File: config.mk
export PLATFORM = sky130hd
export DESIGN_NAME = decode_stage_flat
export DESIGN_NICKNAME = d
export VERILOG_FILES = /design/src/rtl/turtle_pkg.sv /design/src/rtl/decode_stage_if.sv /design/src/rtl/decode_stage_imm_gen.sv /design/src/rtl/decode_stage.sv /design/src/flat_wrapper.sv
export SDC_FILE = /design/constraint.sdc
export NUM_CORES = 1
export LEC_CHECK = 0
export ABC_AREA = 1
export BUFFER_PORTS_ARGS = -buffer_cell sky130_fd_sc_hd__buf_4
export CELL_PAD_IN_SITES_DETAIL_PLACEMENT = 0
export CELL_PAD_IN_SITES_GLOBAL_PLACEMENT = 2
export CORE_MARGIN = 2
export CORE_UTILIZATION = 22
export DETAILED_ROUTE_END_ITERATION = 6
export HOLD_SLACK_MARGIN = 0.03
export PLACE_DENSITY_LB_ADDON = 0.1
export SLEW_MARGIN = 20
export SYNTH_ARGS = -nofsm -noshare
export SYNTH_HDL_FRONTEND = slang
export SYNTH_SLANG_ARGS = --single-unit
File: constraint.sdc
create_clock -name clk -period 1.83 [get_ports clk]
set_input_delay 0.183 -clock clk [delete_from_list [all_inputs] [get_ports clk]]
set_output_delay 0.183 -clock clk [all_outputs]
set_load 0.01 [all_outputs]
File: src/rtl/turtle_pkg.sv
// Shared constants and helpers for the RV32I decode stage feeding the integer ALU.
package turtle_pkg;

    localparam int XLEN    = 32;
    localparam int SRA_BIT = 10;

    localparam logic [6:0] OPC_OP     = 7'b0110011;
    localparam logic [6:0] OPC_OP_IMM = 7'b0010011;
    localparam logic [6:0] OPC_LUI    = 7'b0110111;
    localparam logic [6:0] OPC_AUIPC  = 7'b0010111;

    localparam logic [2:0] ALU_ADD  = 3'd0;
    localparam logic [2:0] ALU_SLL  = 3'd1;
    localparam logic [2:0] ALU_SLT  = 3'd2;
    localparam logic [2:0] ALU_SLTU = 3'd3;
    localparam logic [2:0] ALU_XOR  = 3'd4;
    localparam logic [2:0] ALU_SR   = 3'd5;
    localparam logic [2:0] ALU_OR   = 3'd6;
    localparam logic [2:0] ALU_AND  = 3'd7;

    localparam logic [6:0] F7_BASE = 7'b0000000;
    localparam logic [6:0] F7_ALT  = 7'b0100000;

    typedef enum logic [2:0] {
        CLS_ILLEGAL,
        CLS_OP,
        CLS_OP_IMM,
        CLS_LUI,
        CLS_AUIPC
    } op_class_e;

    typedef struct packed {
        logic [XLEN-1:0] a;
        logic [XLEN-1:0] b;
        logic [2:0]      ctrl;
        logic [4:0]      rd;
        logic            wb_en;
        logic            illegal;
    } dec_out_t;

    // The ALU reads the shift amount from B[4:0] and the arithmetic select from B[SRA_BIT].
    function automatic logic [XLEN-1:0] shift_operand(input logic sra, input logic [4:0] shamt);
        logic [XLEN-1:0] b;
        b          = '0;
        b[SRA_BIT] = sra;
        b[4:0]     = shamt;
        return b;
    endfunction

endpackage

File: src/rtl/decode_stage_if.sv
// Instruction-side, regfile, writeback and ALU-side signals of the decode stage.
interface decode_stage_if;
    import turtle_pkg::*;

    logic            in_valid;
    logic            in_ready;
    logic [31:0]     in_instr;
    logic [31:0]     in_pc;
    logic [4:0]      rs1_addr;
    logic [4:0]      rs2_addr;
    logic [XLEN-1:0] rs1_data;
    logic [XLEN-1:0] rs2_data;
    logic            wb_valid;
    logic [4:0]      wb_rd;
    logic [XLEN-1:0] wb_data;
    logic            out_valid;
    logic            out_ready;
    logic [XLEN-1:0] out_a;
    logic [XLEN-1:0] out_b;
    logic [2:0]      out_ctrl;
    logic [4:0]      out_rd;
    logic            out_wb_en;
    logic            out_illegal;

    // Environment side: fetch, register file, writeback and ALU.
    modport master (
        output in_valid, in_instr, in_pc, rs1_data, rs2_data,
        output wb_valid, wb_rd, wb_data, out_ready,
        input  in_ready, rs1_addr, rs2_addr,
        input  out_valid, out_a, out_b, out_ctrl, out_rd, out_wb_en, out_illegal
    );

    // Decode stage side.
    modport slave (
        input  in_valid, in_instr, in_pc, rs1_data, rs2_data,
        input  wb_valid, wb_rd, wb_data, out_ready,
        output in_ready, rs1_addr, rs2_addr,
        output out_valid, out_a, out_b, out_ctrl, out_rd, out_wb_en, out_illegal
    );

endinterface

File: src/rtl/decode_stage_imm_gen.sv
// Immediate extraction (I/U types) and shift-operand formatting for the ALU B input.
module imm_gen
    import turtle_pkg::*;
(
    input  logic [31:12]     instr_hi,
    input  logic [4:0]       rs2_shamt,
    output logic [XLEN-1:0]  imm_i,
    output logic [XLEN-1:0]  imm_u,
    output logic [XLEN-1:0]  shift_b_imm,
    output logic [XLEN-1:0]  shift_b_reg
);

    logic [2:0] funct3;
    logic [6:0] funct7;
    logic       sra;

    assign funct3 = instr_hi[14:12];
    assign funct7 = instr_hi[31:25];

    // Only a right shift can be arithmetic; SLL/SLLI never set the select bit.
    assign sra = (funct3 == ALU_SR) && (funct7 == F7_ALT);

    assign imm_i       = {{20{instr_hi[31]}}, instr_hi[31:20]};
    assign imm_u       = {instr_hi[31:12], 12'b0};
    assign shift_b_imm = shift_operand(sra, instr_hi[24:20]);
    assign shift_b_reg = shift_operand(sra, rs2_shamt);

endmodule

File: src/rtl/decode_stage.sv
// RV32I decode stage for ALU-class ops: regfile read, writeback forwarding, RAW stall
// against the held instruction, and one registered output stage with valid/ready.
module decode_stage
    import turtle_pkg::*;
(
    input logic           clk,
    input logic           reset,
    decode_stage_if.slave bus
);

    logic [6:0] opcode;
    logic [4:0] rd;
    logic [4:0] rs1;
    logic [4:0] rs2;
    logic [2:0] funct3;
    logic [6:0] funct7;

    assign opcode = bus.in_instr[6:0];
    assign rd     = bus.in_instr[11:7];
    assign funct3 = bus.in_instr[14:12];
    assign rs1    = bus.in_instr[19:15];
    assign rs2    = bus.in_instr[24:20];
    assign funct7 = bus.in_instr[31:25];

    assign bus.rs1_addr = rs1;
    assign bus.rs2_addr = rs2;

    logic [1:0][4:0]      rs_addr;
    logic [1:0][XLEN-1:0] rs_raw;
    logic [1:0][XLEN-1:0] rs_val;

    assign rs_addr[0] = rs1;
    assign rs_addr[1] = rs2;
    assign rs_raw[0]  = bus.rs1_data;
    assign rs_raw[1]  = bus.rs2_data;

    // Writeback of this cycle bypasses the regfile; x0 is hardwired to zero.
    genvar gi;
    generate
        for (gi = 0; gi < 2; gi++) begin : g_fwd
            assign rs_val[gi] = (rs_addr[gi] == 5'd0) ? '0 :
                                (bus.wb_valid && (bus.wb_rd == rs_addr[gi])) ? bus.wb_data :
                                rs_raw[gi];
        end
    endgenerate

    logic [XLEN-1:0] imm_i;
    logic [XLEN-1:0] imm_u;
    logic [XLEN-1:0] shift_b_imm;
    logic [XLEN-1:0] shift_b_reg;

    imm_gen u_imm_gen (
        .instr_hi    (bus.in_instr[31:12]),
        .rs2_shamt   (rs_val[1][4:0]),
        .imm_i       (imm_i),
        .imm_u       (imm_u),
        .shift_b_imm (shift_b_imm),
        .shift_b_reg (shift_b_reg)
    );

    op_class_e cls;
    logic      legal;
    logic      is_shift;

    assign is_shift = (funct3 == ALU_SLL) || (funct3 == ALU_SR);

    always_comb begin
        cls = CLS_ILLEGAL;
        case (opcode)
            OPC_OP_IMM: begin
                if (funct3 == ALU_SLL)
                    cls = (funct7 == F7_BASE) ? CLS_OP_IMM : CLS_ILLEGAL;
                else if (funct3 == ALU_SR)
                    cls = (funct7 == F7_BASE || funct7 == F7_ALT) ? CLS_OP_IMM : CLS_ILLEGAL;
                else
                    cls = CLS_OP_IMM;
            end
            OPC_OP: begin
                if (funct7 == F7_BASE)
                    cls = CLS_OP;
                else if (funct7 == F7_ALT && (funct3 == ALU_ADD || funct3 == ALU_SR))
                    cls = CLS_OP;
                else
                    cls = CLS_ILLEGAL;
            end
            OPC_LUI:   cls = CLS_LUI;
            OPC_AUIPC: cls = CLS_AUIPC;
            default:   cls = CLS_ILLEGAL;
        endcase
    end

    assign legal = (cls != CLS_ILLEGAL);

    dec_out_t dec;

    always_comb begin
        dec         = '0;
        dec.rd      = rd;
        dec.illegal = !legal;
        dec.wb_en   = legal && (rd != 5'd0);
        case (cls)
            CLS_OP_IMM: begin
                dec.a    = rs_val[0];
                dec.b    = is_shift ? shift_b_imm : imm_i;
                dec.ctrl = funct3;
            end
            CLS_OP: begin
                dec.a    = rs_val[0];
                dec.ctrl = funct3;
                if (funct3 == ALU_ADD && funct7 == F7_ALT)
                    dec.b = ~rs_val[1] + XLEN'(1);
                else if (is_shift)
                    dec.b = shift_b_reg;
                else
                    dec.b = rs_val[1];
            end
            CLS_LUI: begin
                dec.b = imm_u;
            end
            CLS_AUIPC: begin
                dec.a = bus.in_pc;
                dec.b = imm_u;
            end
            default: ;
        endcase
    end

    dec_out_t out_q;
    dec_out_t out_d;
    logic     out_valid_q;
    logic     out_valid_d;
    logic     uses_rs1;
    logic     uses_rs2;
    logic     hazard;
    logic     accept;

    assign uses_rs1 = (cls == CLS_OP) || (cls == CLS_OP_IMM);
    assign uses_rs2 = (cls == CLS_OP);

    // The held instruction's result is not in the regfile yet; wait until it has left.
    assign hazard = bus.in_valid && out_valid_q && out_q.wb_en && (out_q.rd != 5'd0) &&
                    ((uses_rs1 && rs1 == out_q.rd) || (uses_rs2 && rs2 == out_q.rd));

    assign bus.in_ready = (!out_valid_q || bus.out_ready) && !hazard;
    assign accept       = bus.in_valid && bus.in_ready;

    always_comb begin
        out_valid_d = out_valid_q;
        out_d       = out_q;
        if (accept) begin
            out_valid_d = 1'b1;
            out_d       = dec;
        end else if (bus.out_ready && out_valid_q) begin
            out_valid_d = 1'b0;
        end
    end

    always_ff @(posedge clk) begin
        if (reset) begin
            out_valid_q <= 1'b0;
            out_q       <= '0;
        end else begin
            out_valid_q <= out_valid_d;
            out_q       <= out_d;
        end
    end

    assign bus.out_valid   = out_valid_q;
    assign bus.out_a       = out_q.a;
    assign bus.out_b       = out_q.b;
    assign bus.out_ctrl    = out_q.ctrl;
    assign bus.out_rd      = out_q.rd;
    assign bus.out_wb_en   = out_q.wb_en;
    assign bus.out_illegal = out_q.illegal;

endmodule

File: src/flat_wrapper.sv
// flat-port wrapper written by rule: the top's interface ports become plain ports
module decode_stage_flat import turtle_pkg::*;
  (clk, reset, bus_in_valid, bus_in_instr, bus_in_pc, bus_rs1_data, bus_rs2_data, bus_wb_valid, bus_wb_rd, bus_wb_data, bus_out_ready, bus_in_ready, bus_rs1_addr, bus_rs2_addr, bus_out_valid, bus_out_a, bus_out_b, bus_out_ctrl, bus_out_rd, bus_out_wb_en, bus_out_illegal);
  decode_stage_if bus_i ();
  input logic clk;
  input logic reset;
  input wire logic [$bits(bus_i.in_valid)-1:0] bus_in_valid;
  input wire logic [$bits(bus_i.in_instr)-1:0] bus_in_instr;
  input wire logic [$bits(bus_i.in_pc)-1:0] bus_in_pc;
  input wire logic [$bits(bus_i.rs1_data)-1:0] bus_rs1_data;
  input wire logic [$bits(bus_i.rs2_data)-1:0] bus_rs2_data;
  input wire logic [$bits(bus_i.wb_valid)-1:0] bus_wb_valid;
  input wire logic [$bits(bus_i.wb_rd)-1:0] bus_wb_rd;
  input wire logic [$bits(bus_i.wb_data)-1:0] bus_wb_data;
  input wire logic [$bits(bus_i.out_ready)-1:0] bus_out_ready;
  output wire logic [$bits(bus_i.in_ready)-1:0] bus_in_ready;
  output wire logic [$bits(bus_i.rs1_addr)-1:0] bus_rs1_addr;
  output wire logic [$bits(bus_i.rs2_addr)-1:0] bus_rs2_addr;
  output wire logic [$bits(bus_i.out_valid)-1:0] bus_out_valid;
  output wire logic [$bits(bus_i.out_a)-1:0] bus_out_a;
  output wire logic [$bits(bus_i.out_b)-1:0] bus_out_b;
  output wire logic [$bits(bus_i.out_ctrl)-1:0] bus_out_ctrl;
  output wire logic [$bits(bus_i.out_rd)-1:0] bus_out_rd;
  output wire logic [$bits(bus_i.out_wb_en)-1:0] bus_out_wb_en;
  output wire logic [$bits(bus_i.out_illegal)-1:0] bus_out_illegal;
  assign bus_i.in_valid = bus_in_valid;
  assign bus_i.in_instr = bus_in_instr;
  assign bus_i.in_pc = bus_in_pc;
  assign bus_i.rs1_data = bus_rs1_data;
  assign bus_i.rs2_data = bus_rs2_data;
  assign bus_i.wb_valid = bus_wb_valid;
  assign bus_i.wb_rd = bus_wb_rd;
  assign bus_i.wb_data = bus_wb_data;
  assign bus_i.out_ready = bus_out_ready;
  assign bus_in_ready = bus_i.in_ready;
  assign bus_rs1_addr = bus_i.rs1_addr;
  assign bus_rs2_addr = bus_i.rs2_addr;
  assign bus_out_valid = bus_i.out_valid;
  assign bus_out_a = bus_i.out_a;
  assign bus_out_b = bus_i.out_b;
  assign bus_out_ctrl = bus_i.out_ctrl;
  assign bus_out_rd = bus_i.out_rd;
  assign bus_out_wb_en = bus_i.out_wb_en;
  assign bus_out_illegal = bus_i.out_illegal;
  decode_stage u_core (.clk(clk), .reset(reset), .bus(bus_i));
endmodule
# Yosys cells after proc, flatten, opt, wreduce, memory -nomap -nowiden
# Index checks and enable logic that the tools add are counted.
# classes
addsub	1
n_eq_ne	15
mux	19
bitwise_logic	1
n_reduce_logical	34
# ops
operator	count
two-way mux 32 bit	7
case mux 32 bit (3 select lines)	1
case mux 32 bit (2 select lines)	1
adder 32 x 1 -> 32 bit, second input constant	1
NOT 32 bit	1
== test 7 x 6 -> 1 bit, second input constant	3
== test 5 bit	4
logical AND 1 bit	15
== test 7 x 5 -> 1 bit, second input constant	2
two-way mux 3 bit	4
case mux 3 bit (4 select lines)	1
logical NOT 5 bit	2
nonzero test 5 bit	2
logical NOT 7 bit	1
== test 3 x 1 -> 1 bit, second input constant	2
== test 3 x 2 -> 1 bit, second input constant	2
== test 3 bit, second input constant	2
logical OR 1 bit	6
two-way mux 2 bit	2
OR reduction 2 bit	2
logical NOT 1 bit	3
logical NOT 3 bit	1
two-way mux 1 bit	3
nonzero test 3 bit	1
nonzero test 2 bit	1
# totals
regBits	75
in_bits	170
output_inout_bits	86
word_cells	77

# Depth between registers and ports, before layout
# Gate-level depths: netlist of run 1.
# logic_depth
depth_word	15
mapped_depth	20
mapped_depth_nobuf	19

# Modules after synthesis
# From an unflattened synthesis of run 1, not the netlist that was laid out.
# unflattened
cells_unflattened	1405
area_unflattened_um2	8335.5
# modules_own_cells
module	instances	cells_per_inst	area_each_um2	seq_area_each_um2
decode_stage	1	1268	7338.3	1501.4
imm_gen	1	137	997.2	0.0

# Worst setup path before layout of run 1
# No wires, ideal clock.
# synth_path
path_type	in2reg
start	input bus_wb_rd[4]
end	register u_core.out_q (netlist bit u_core.bus.out_b[6])
setup_ps	132
t_arrival_ps	1873
required_ps	1698
path_slack_ps	-175
path_stages	18
n_path_buf	1
path_cell_list	inv_1 nand2_1 nand2_1 nand2_1 nor2_2 buf_6 nand3b_1 nand3_1 ha_1 nand2_1 nor2_2 inv_1 o21ai_0 o21ai_0 o211ai_1 o21ai_0 nand2_1 a21oi_1
# synth_via
elab_chain_len	8
word_cells_on_any_way	9
classes_between	add/sub (1); eq/ne (1); mux (5); bitwise (1); reduce/logical (1)
# synth_lines
item	line_no	text
start: declaration	flat_wrapper.sv:13	input wire logic [$bits(bus_i.wb_rd)-1:0] bus_wb_rd;
== test 5 bit (*)	decode_stage.sv:42	(bus.wb_valid && (bus.wb_rd == rs_addr[gi])) ? bus.wb_data :
logical AND 1 bit (*)	decode_stage.sv:42	
two-way mux 32 bit (*)	decode_stage.sv:42	
two-way mux 32 bit (*)	decode_stage.sv:41	assign rs_val[gi] = (rs_addr[gi] == 5'd0) ? '0 :
NOT 32 bit	decode_stage.sv:111	dec.b = ~rs_val[1] + XLEN'(1);
adder 32 x 1 -> 32 bit	decode_stage.sv:111	
two-way mux 32 bit (*)	decode_stage.sv:110	if (funct3 == ALU_ADD && funct7 == F7_ALT)
case mux 32 bit (3 select lines) (*)	decode_stage.sv:101	case (cls)
end signal: assignment	decode_stage.sv:164	out_q <= out_d;
end: declaration	decode_stage.sv:128	dec_out_t out_q;
# Every way passes the cells marked *; elsewhere a longest branch is shown, timed or not.
# A chain may end at the register's enable or synchronous reset.

# Final worst setup path of run 1
# layout_path
start	register u_core.out_q (netlist bit u_core.bus.out_rd[1])
end	register u_core.out_q (netlist bit u_core.bus.out_a[5])
# layout_via
elab_chain_len	7
word_cells_on_any_way	11
classes_between	eq/ne (2); reduce/logical (9)
# layout_lines
item	line_no	text
== test 5 bit	decode_stage.sv:142	((uses_rs1 && rs1 == out_q.rd) || (uses_rs2 && rs2 == out_q.rd));
logical AND 1 bit	decode_stage.sv:142	
logical OR 1 bit	decode_stage.sv:142	
logical AND 1 bit (*)	decode_stage.sv:141	assign hazard = bus.in_valid && out_valid_q && out_q.wb_en && (out_q.rd != 5'd0) &&
logical NOT 1 bit (*)	decode_stage.sv:144	assign bus.in_ready = (!out_valid_q || bus.out_ready) && !hazard;
logical AND 1 bit (*)	decode_stage.sv:144	
logical AND 1 bit (*)	decode_stage.sv:145	assign accept = bus.in_valid && bus.in_ready;
# Marks and branches as above.

==> impl_metrics.yaml, run 1 <==
outcome:
  status: "finished, violations left"
  violations: "negative setup slack"
die:
  initial_core_util_pct: 22.3
  rows: 62
  die_h_um: 174
  ioPinCount: 256
  coreArea_um2: 28600
  dieArea_um2: 30400
  die_x_um: 174
synthesis:
  synth_flop_cell: "dfxtp_1"
  yosys-top-cells-area: "dfxtp_1 (24%), nand2_1 (22%), a21oi_1 (8.8%), nand3_1 (8.5%), inv_1 (6.6%)"
  synthArstFlopShare_pct: 0
  yosys_register_bits: 75
  synth_top_area_share_pct: 23.5
  yosysUniqueCellTypes: 44
  syn_area_um2: 6380
  synth_cells: 1105
  synth_top_area_cell: "dfxtp_1"
  synth.net_count: 1276
  synth-edff-count: 0
  ys_warn_count: 0
  ys_seq_area_share_pct: 23.5
  synth_area_per_cell_um2: 5.77
cts:
  cts_root_buffer: "clkbuf_16"
  clk_pin_slew_ns: 0.07
  htreeDepth: 3
  numCtsBuffers: 9
  clk_latency_ns: 0.36
  cts_max_path_buffers: 2
  clkSinkCount: 75
  cts_tree: "built"
min_path:
  hp-class: "in2reg"
detailed_routing:
  firstDrtPassIters: 6
  post_drt_wl_per_cell_um: 18.3
  vias: 8910
  drc_errors: 0
  drt_iter0_markers: 386
  ant_nets: 0
  wl_mm: 36.1
  vias_per_cell: 4.51
layout:
  layout-drive-gt1-share_pct: 52.3
  diodes: 0
  area.growth.synth_to_final_pct: 99.5
  final_cell_mix: "buf_4 (460), nand2_1 (289), inv_1 (101), a21oi_1 (82)"
  layout_commonest_cell: "buf_4"
  nets: 1757
worst_setup_path:
  required_ns: 2.08
  path_class: "reg2reg"
  path_max_fanout: 7
  end_kind: "flip-flop"
  reg2reg_setup_slack_ns: -0.26
  arrival_ns: 2.34
  cp-start-kind: "flip-flop"
global_routing:
  grt_pass1_wl_mm: 50.1
  track_usage_pct: 21.5
  antenna_found_initial: 0
  grt_pass1_vias: 8531
  grt_overflow: 0
  grt_max_degree: 35
placement:
  place_congestion: 0.851
  portBuffers: 255
  dpl.hpwl_mm: 25.6
  place_ws_ns: -0.720
job:
  cap_violations: 0
sta:
  worst_pin_slew_ns: 0.445
  slew_headroom_pct: 70.4
  rsz0062_at_grt: "yes"
  finalCritPeriodShare_pct: 114
  tns_ns: -14.80
  clock_skew_ns: 0.0105
  period_needed_ns: 2.09
  setup_violations: 76
  max_freq_mhz: 478
  hold_violations: 0
  drv_slew: 0
  setup_ws_ns: -0.262
power:
  p_leak_uw: 0.00631
  power.density_nw_per_um2: 438
  vdd_ir_drop_max_mv: 0.488
## critical path, cell delays in order, from the launching register on
cell and delay, ns:
dfxtp_2 0.34, or2_4 0.24, a2111o_1 0.39, a21oi_2 0.19, nand2_4 0.07, nand3_4 0.13, buf_12 0.13, inv_12 0.04
buf_12 0.14, buf_12 0.13, o21bai_1 0.12, a21oi_1 0.05
## cells in the mapped netlist, types with 3 or more instances
| cell type | count |
|---|---|
| a31oi_1 | 3 |
| a211oi_2 | 5 |
| nand2_1 | 379 |
| buf_4 | 23 |
| inv_1 | 112 |
| clkinv_1 | 3 |
| dfxtp_1 | 75 |
| nand2_2 | 5 |
| nor2_2 | 10 |
| a21oi_1 | 112 |
| o21bai_1 | 10 |
| nor2_1 | 60 |
| nand3_2 | 21 |
| o22ai_1 | 5 |
| o211ai_1 | 11 |
| nor2_4 | 4 |
| buf_2 | 12 |
| clkbuf_1 | 26 |
| buf_6 | 5 |
| inv_2 | 10 |
| o21ai_1 | 5 |
| nor3_1 | 12 |
| a21oi_2 | 5 |
| o21ai_0 | 48 |
| nand4_1 | 11 |
| nand3_1 | 108 |
| xnor2_1 | 3 |
## cell type report
| class | count | area [µm²] |
|---|---|---|
| sequential | 75 | 1510 |
| timing repair buffer | 535 | 4820 |
| fill | 3034 | 15900 |
| multi-input combinational | 839 | 5100 |
| clock inverter | 4 | 48.8 |
| inverter | 126 | 520 |
| clock buffer | 11 | 253 |
| tap | 384 | 480 |
## stage by stage
step                cell area, µm²  util [%]  hold slack [ns]  instances  total power (µW)
floorplan                     6510         -            0.343       1105              2290
global placement             10200      35.5            0.452       1879              3130
detailed placement           10200      35.5            0.457       1879              3120
CTS                          11200      39.1            0.104       1931              5270
global route                 12700      44.5            0.124       1974              5810
finish                       12700      44.5            0.110       1974              5580
## report_power, final
group,switching (µW),internal [µW]
Combinational,920,992
Clock,853,1130
Sequential,25.4,1660
Total,1800,3780
## flip-flops by register name, summed over array words and instances (netlist names)
name and count:
u_core.bus.out_wb_en 1, u_core.bus.out_b 32, u_core.bus.out_a 32, u_core.bus.out_illegal 1
u_core.bus.out_valid 1, u_core.bus.out_rd 5, u_core.bus.out_ctrl 3
## metal layers
metal | routed length, µm | vias to the layer above | track usage [%]
met5 | 0 | - | 0
met4 | 576 | 0 | 4.62
met1 | 16200 | 4103 | 28.5
met2 | 17500 | 218 | 36.0
met3 | 1880 | 32 | 4.24
li1 | - | 4557 | -
## worst paths after layout
kind / to / cells past startpoint / from
setup / recovery: u_core.bus.out_a[5] / 11 / u_core.bus.out_rd[1]
hold / removal: u_core.bus.out_a[21] / 3 / bus_in_pc[21]
setup reg to reg: u_core.bus.out_a[5] / 11 / u_core.bus.out_rd[1]
hold reg to reg: u_core.bus.out_ctrl[0] / 2 / u_core.bus.out_ctrl[0]
## what timing repair did
action	CTS	global route
endpoints found under the setup margin	76	76
gates resized for setup	86	257
setup buffers	31	29
pin swaps	37	80
hold buffers	0	0
cloned	6	17
## cells by family after synthesis
group	Yosys count	synth area share [%]
AO/OA/AOI/OAI	213	19.1
XOR/XNOR	5	0.686
AND/OR/NAND/NOR	618	42.9
buffers and inverters	193	13.6
flip-flops	75	23.5
adder cells (fa/ha/maj)	1	0.196
No activity file was read; power rests on OpenSTA's default activity.
==> run 2, diff against run 1 <==
Settings changed: CELL_PAD_IN_SITES_DETAIL_PLACEMENT 0 to not set, CELL_PAD_IN_SITES_GLOBAL_PLACEMENT 2 to not set, CORE_ASPECT_RATIO set to 1.2, CORE_UTILIZATION 22 to 45, CTS_CLUSTER_SIZE set to 28, PLACE_DENSITY set to 0.78, PLACE_DENSITY_LB_ADDON 0.1 to not set.
==> run 2 against run 1 <==
- the run still ends with negative setup slack left
- register-to-register slack worse by 0.39 ns
- cell area down 8.9%
- highest routed layer unchanged
- fmax down 16%
- critical path depth unchanged
- setup slack worse by 0.39 ns
- total power fell by 1.7%
- combinational power fell by 4%
- sequential power about the same
- first-iteration DRC count increased to 3.8 times the previous value
- global-route usage rose by 17 points
==> impl_metrics.yaml, run 2 (synthesis results as in run 1) <==
global_routing:
  grt_overflow: 0
  grt_pass1_vias: 8993
  track_usage_pct: 38.8
  antenna_found_initial: 0
  grt_pass1_wl_mm: 46.4
  grt_max_degree: 41
placement:
  place_congestion: 0.959
  dpl.hpwl_mm: 20.7
  place_ws_ns: -0.651
  portBuffers: 255
  place_inst: 1604
worst_setup_path:
  path_buf_inv: 2
  cp-start-kind: "flip-flop"
  path_delay_family: "simple AND/OR/NAND/NOR gates"
  cp_slowest_cell: "xor2_1"
  arrival_ns: 2.77
  crit_chain: "xor2_1 -> nor3_2 -> nand3_2 -> a21oi_2 -> nand2_2 -> nand3_4 -> buf_12 -> nor2_4 -> buf_12 -> nand2_2 -> a21oi_1"
  critPathMaxStageDelay_ns: 0.58
  crit_start: "u_core.bus.out_rd[2]"
  required_ns: 2.11
  reg2reg_from: "u_core.bus.out_rd[2]"
  path_class: "reg2reg"
  end_kind: "flip-flop"
  path_max_fanout: 6
die:
  die_h_um: 134
  initial_core_util_pct: 46.2
  die_x_um: 113
  rows: 47
  dieArea_um2: 15200
  ioPinCount: 256
  coreArea_um2: 13800
min_path:
  hp-class: "in2reg"
  holdCritStartpoint: "bus_in_pc[1]"
layout:
  finish.utilization_pct: 83.9
  area.growth.synth_to_final_pct: 81.7
  layout_commonest_cell: "buf_4"
  layout-drive-gt1-share_pct: 49.6
  nets: 1670
  diodes: 0
  final_cell_mix: "buf_4 (390), nand2_1 (292), inv_1 (101), a21oi_1 (80), nand3_1 (73)"
  fillers: 863
  fin_cells: 1675
sta:
  tns_ns: -35.87
  max_freq_mhz: 402
  worst_pin_slew_ns: 0.693
  drv_slew: 0
  setup_violations: 76
  slew_headroom_pct: 53.7
  rsz0062_at_grt: "yes"
  clock_skew_ns: 0.00723
  hold_violations: 0
  finalCritPeriodShare_pct: 136
  period_needed_ns: 2.49
  setup_ws_ns: -0.656
cts:
  cts_max_path_buffers: 2
  numCtsBuffers: 9
  clk_latency_ns: 0.35
  clk_pin_slew_ns: 0.07
  cts_root_buffer: "clkbuf_16"
  cts_tree: "built"
  cts-hold-fix-buffers: 0
  clkSinkCount: 75
  htreeDepth: 3
detailed_routing:
  wl_mm: 36.8
  vias_per_cell: 6.03
  vias: 10100
  drc_errors: 0
  firstDrtPassIters: 7
  ant_nets: 0
  drt_iter0_markers: 1477
  post_drt_wl_per_cell_um: 22.0
power:
  power.density_nw_per_um2: 473
  vdd_ir_drop_max_mv: 0.470
  p_leak_uw: 0.00583
outcome:
  status: "finished, violations left"
  violations: "negative setup slack"
job:
  cap_violations: 0
==> run 2: cell count changes in the layout (fill, tap and decap cells not counted), moves of 5 or more <==
cell,before,now
buf_6,23,15
buf_8,9,4
nand2_4,31,37
buf_4,460,390
nor2_4,22,17
nand2_2,64,56
clkbuf_16,23,11
nor2_2,15,23
==> run 2: worst paths after layout <==
check	end	slack, ns	cells past startpoint
worst max register to register	u_core.bus.out_b[17]	-0.66	11
worst min-delay path	u_core.bus.out_a[1]	0.11	3
worst max-delay path	u_core.bus.out_b[17]	-0.66	11
worst min register to register	u_core.bus.out_a[4]	0.47	2
==> run 2: per-stage QoR <==
| step | total power (µW) | hold WS [ns] | area [µm²] |
|---|---|---|---|
| finish | 5480 | 0.113 | 11600 |
| global route | 5600 | 0.125 | 11600 |
| CTS | 5110 | 0.110 | 10600 |
| detailed placement | 2970 | 0.457 | 9390 |
| global placement | 2960 | 0.453 | 9390 |
| floorplan | 2290 | 0.343 | 6510 |
==> run 2: repair_timing <==
action	CTS	global route
endpoints found under the hold margin	0	0
buffers inserted	25	17
gates cloned	12	6
setup endpoints to repair	75	76
resized for setup	104	236
pin swaps	38	73
==> run 2: area by class of cell <==
cell class / count / area [µm²] / share of cell area (%)
clock buffer: 10 / 239 / 2.06
clock inverter: 6 / 71.3 / 0.615
inverter: 126 / 523 / 4.51
multi-input combinational: 839 / 5080 / 43.9
sequential: 75 / 1510 / 13.0
tap: 171 / 214 / 1.85
timing repair buffer: 444 / 3900 / 33.6
timing repair inverter: 4 / 58.8 / 0.507
==> run 2: tightest hold or removal path: stages <==
cell,delay [ns]
buf_4,0.08
a21oi_1,0.04
a21oi_1,0.13
==> run 2: where the power goes <==
group	total, µW	internal [µW]	switching, µW
clock network	1950	1110	843
logic	1840	867	975
registers	1690	1660	29.2
==> run 2: layer usage <==
layer	GRT usage [%]	part of all wire [%]	routed length (µm)
met5	0	0	0
met4	26.9	10	3780
met3	7.95	12	4450
met2	65.8	46	16900
met1	43.4	32	11700
==> run 3, diff against run 2 <==
Settings changed: CORE_ASPECT_RATIO 1.2 to not set.
==> run 3 against run 2 <==
- clock-buffer cell count is the same
- final cell count shrank 0.84%
- sequential power is essentially flat
- wire length shrank 16%
- hold slack lost 0.0084 ns
- sequential share of layout area grew 0.87 points
- first-iteration DRC count shrank 22%
- register-to-register slack gained 0.35 ns
- highest routed layer unchanged
- global-route usage shrank 1.7 points
- core utilization shrank 5.6 points
- critical path type is now in2reg
- combinational power shrank 14%
- the flow finishes with violations (design-rule violations, negative setup slack)
==> impl_metrics.yaml, run 3 (synthesis results as in run 1) <==
cts:
  clkSinkCount: 75
  numCtsBuffers: 9
  cts_max_path_buffers: 2
  cts_tree: "built"
  htreeDepth: 3
  clk_latency_ns: 0.36
  clk_pin_slew_ns: 0.06
  cts_root_buffer: "clkbuf_16"
worst_setup_path:
  arrival_ns: 2.39
  path_delay_family: "simple AND/OR/NAND/NOR gates"
  cp-start-kind: "input pin"
  crit_top_cell: "nand2_1"
  crit_chain: "buf_6 -> inv_6 -> nor2_4 -> inv_2 -> nand2_2 -> nor2_4 -> buf_12 -> nand3b_1 -> nand3_2 -> ha_4 -> nand2_2 -> nor2_4 -> buf_4 -> nand2_1 -> nand2_1 -> o21ai_0 -> o211ai_1 -> nand2_1 -> nand2_1 -> a21oi_1"
  path_class: "in2reg"
  end_kind: "flip-flop"
  path_max_fanout: 6
  critPathMaxStageDelay_ns: 0.25
  required_ns: 2.06
  cp_slowest_cell: "nor2_4"
  path_buf_inv: 5
layout:
  fin_cells: 1661
  design_area_um2: 10900
  area.growth.synth_to_final_pct: 70.3
  diodes: 0
  layout_commonest_cell: "buf_4"
  layout-drive-gt1-share_pct: 44.0
  final_cell_mix: "buf_4 (386), nand2_1 (316), inv_1 (102), nand3_1 (91), a21oi_1 (86)"
  nets: 1648
sta:
  tns_ns: -18.43
  max_freq_mhz: 465
  slew_headroom_pct: 56.5
  setup_violations: 76
  hold_violations: 0
  setup_ws_ns: -0.321
  finalCritPeriodShare_pct: 118
  drv_slew: 0
  period_needed_ns: 2.15
  clock_skew_ns: 0.00956
  rsz0062_at_grt: "yes"
  worst_pin_slew_ns: 0.652
global_routing:
  grt_pass1_wl_mm: 43.2
  antenna_found_initial: 0
  grt_overflow: 0
  track_usage_pct: 37.2
  grt_pass1_vias: 8386
  grt_max_degree: 65
detailed_routing:
  vias_per_cell: 5.63
  firstDrtPassIters: 7
  drt_iter0_markers: 1149
  post_drt_wl_per_cell_um: 18.6
  vias: 9359
  drc_errors: 8
  ant_nets: 0
  wl_mm: 30.9
die:
  die_h_um: 123
  ioPinCount: 256
  dieArea_um2: 15100
  initial_core_util_pct: 46.0
  coreArea_um2: 13900
  die_x_um: 123
  rows: 43
power:
  vdd_ir_drop_max_mv: 0.452
  p_leak_uw: 0.00547
  power.density_nw_per_um2: 496
placement:
  dpl.hpwl_mm: 21.2
  placed_cell_area_um2: 9520
  portBuffers: 255
  place_congestion: 1.00
  place_ws_ns: -0.540
  place_inst: 1622
min_path:
  hp-class: "in2reg"
outcome:
  status: "finished, violations left"
  violations: "design-rule violations, negative setup slack"
job:
  cap_violations: 0
==> run 3: cell types whose count changed in the layout (fill, tap and decap cells not counted), moves of 8 or more <==
cell / delta
nand2_4: -21
nand2_1: +24
nand3_2: -8
buf_12: -10
nor2_1: +12
o21ai_0: +8
nand3_1: +18
nor2_2: -10
nand3_4: -10
==> run 3: layer usage <==
metal | track usage [%] | wire, µm | part of all wire [%]
met3 | 8.67 | 3600 | 12
met5 | 0 | 0 | 0
met2 | 59.5 | 14100 | 46
met4 | 20.8 | 2020 | 6.5
met1 | 45.9 | 11100 | 36
==> run 3: worst register-to-register path, stage by stage (launching register included) <==
cell	delay [ns]
dfxtp_2	0.33
buf_6	0.12
buf_6	0.11
nand2_2	0.05
nand4_1	0.10
nor3_2	0.27
nand3_2	0.11
a21oi_2	0.18
nand2_2	0.11
nand3_4	0.12
buf_12	0.13
nor2_4	0.06
clkbuf_16	0.19
nand2_1	0.08
a21oi_1	0.07
==> run 3: timing repair <==
item | 4_1_cts | 5_1_grt
gates resized for setup | 76 | 117
endpoints found under the setup margin | 74 | 76
hold buffers | 0 | 0
pin swaps | 18 | 55
hold endpoints to repair | 0 | 0
gates cloned | 6 | 7
setup buffers | 8 | 6
==> run 3: final timing paths <==
check,to,cells after the start,startpoint,slack [ns]
worst min register to register,u_core.bus.out_b[28],2,u_core.bus.out_b[28],0.46
worst min-delay path,u_core.bus.out_a[17],3,bus_in_pc[17],0.10
worst max-delay path,u_core.bus.out_b[8],20,bus_wb_rd[2],-0.32
worst max register to register,u_core.bus.out_b[8],14,u_core.bus.out_rd[1],-0.31
==> run 3: final cells by class <==
class,count,area [µm²]
fillers,989,3020
repair buffers,426,3640
multi-input cells,838,4630
flip-flops and latches,75,1510
well taps,180,225
clock inverters,5,103
clock buffers,10,229
inverters,126,514
repair inverters,1,16.3
==> run 3: power breakdown <==
part	switching, µW	leakage, µW	total, µW	internal, µW
logic	811	0.00471	1580	769
registers	25.6	0.000609	1690	1660
clock network	796	0.000159	2120	1320
total	1630	0.00547	5390	3760
==> run 3: metrics by stage <==
step	total power, µW	util (%)	hold WS [ns]
2_1_floorplan	2290	-	0.343
3_3_place_gp	2980	68.6	0.452
3_5_place_dp	3000	68.6	0.455
4_1_cts	5210	74.6	0.106
5_1_grt	5530	78.3	0.118
6_report	5390	78.3	0.105
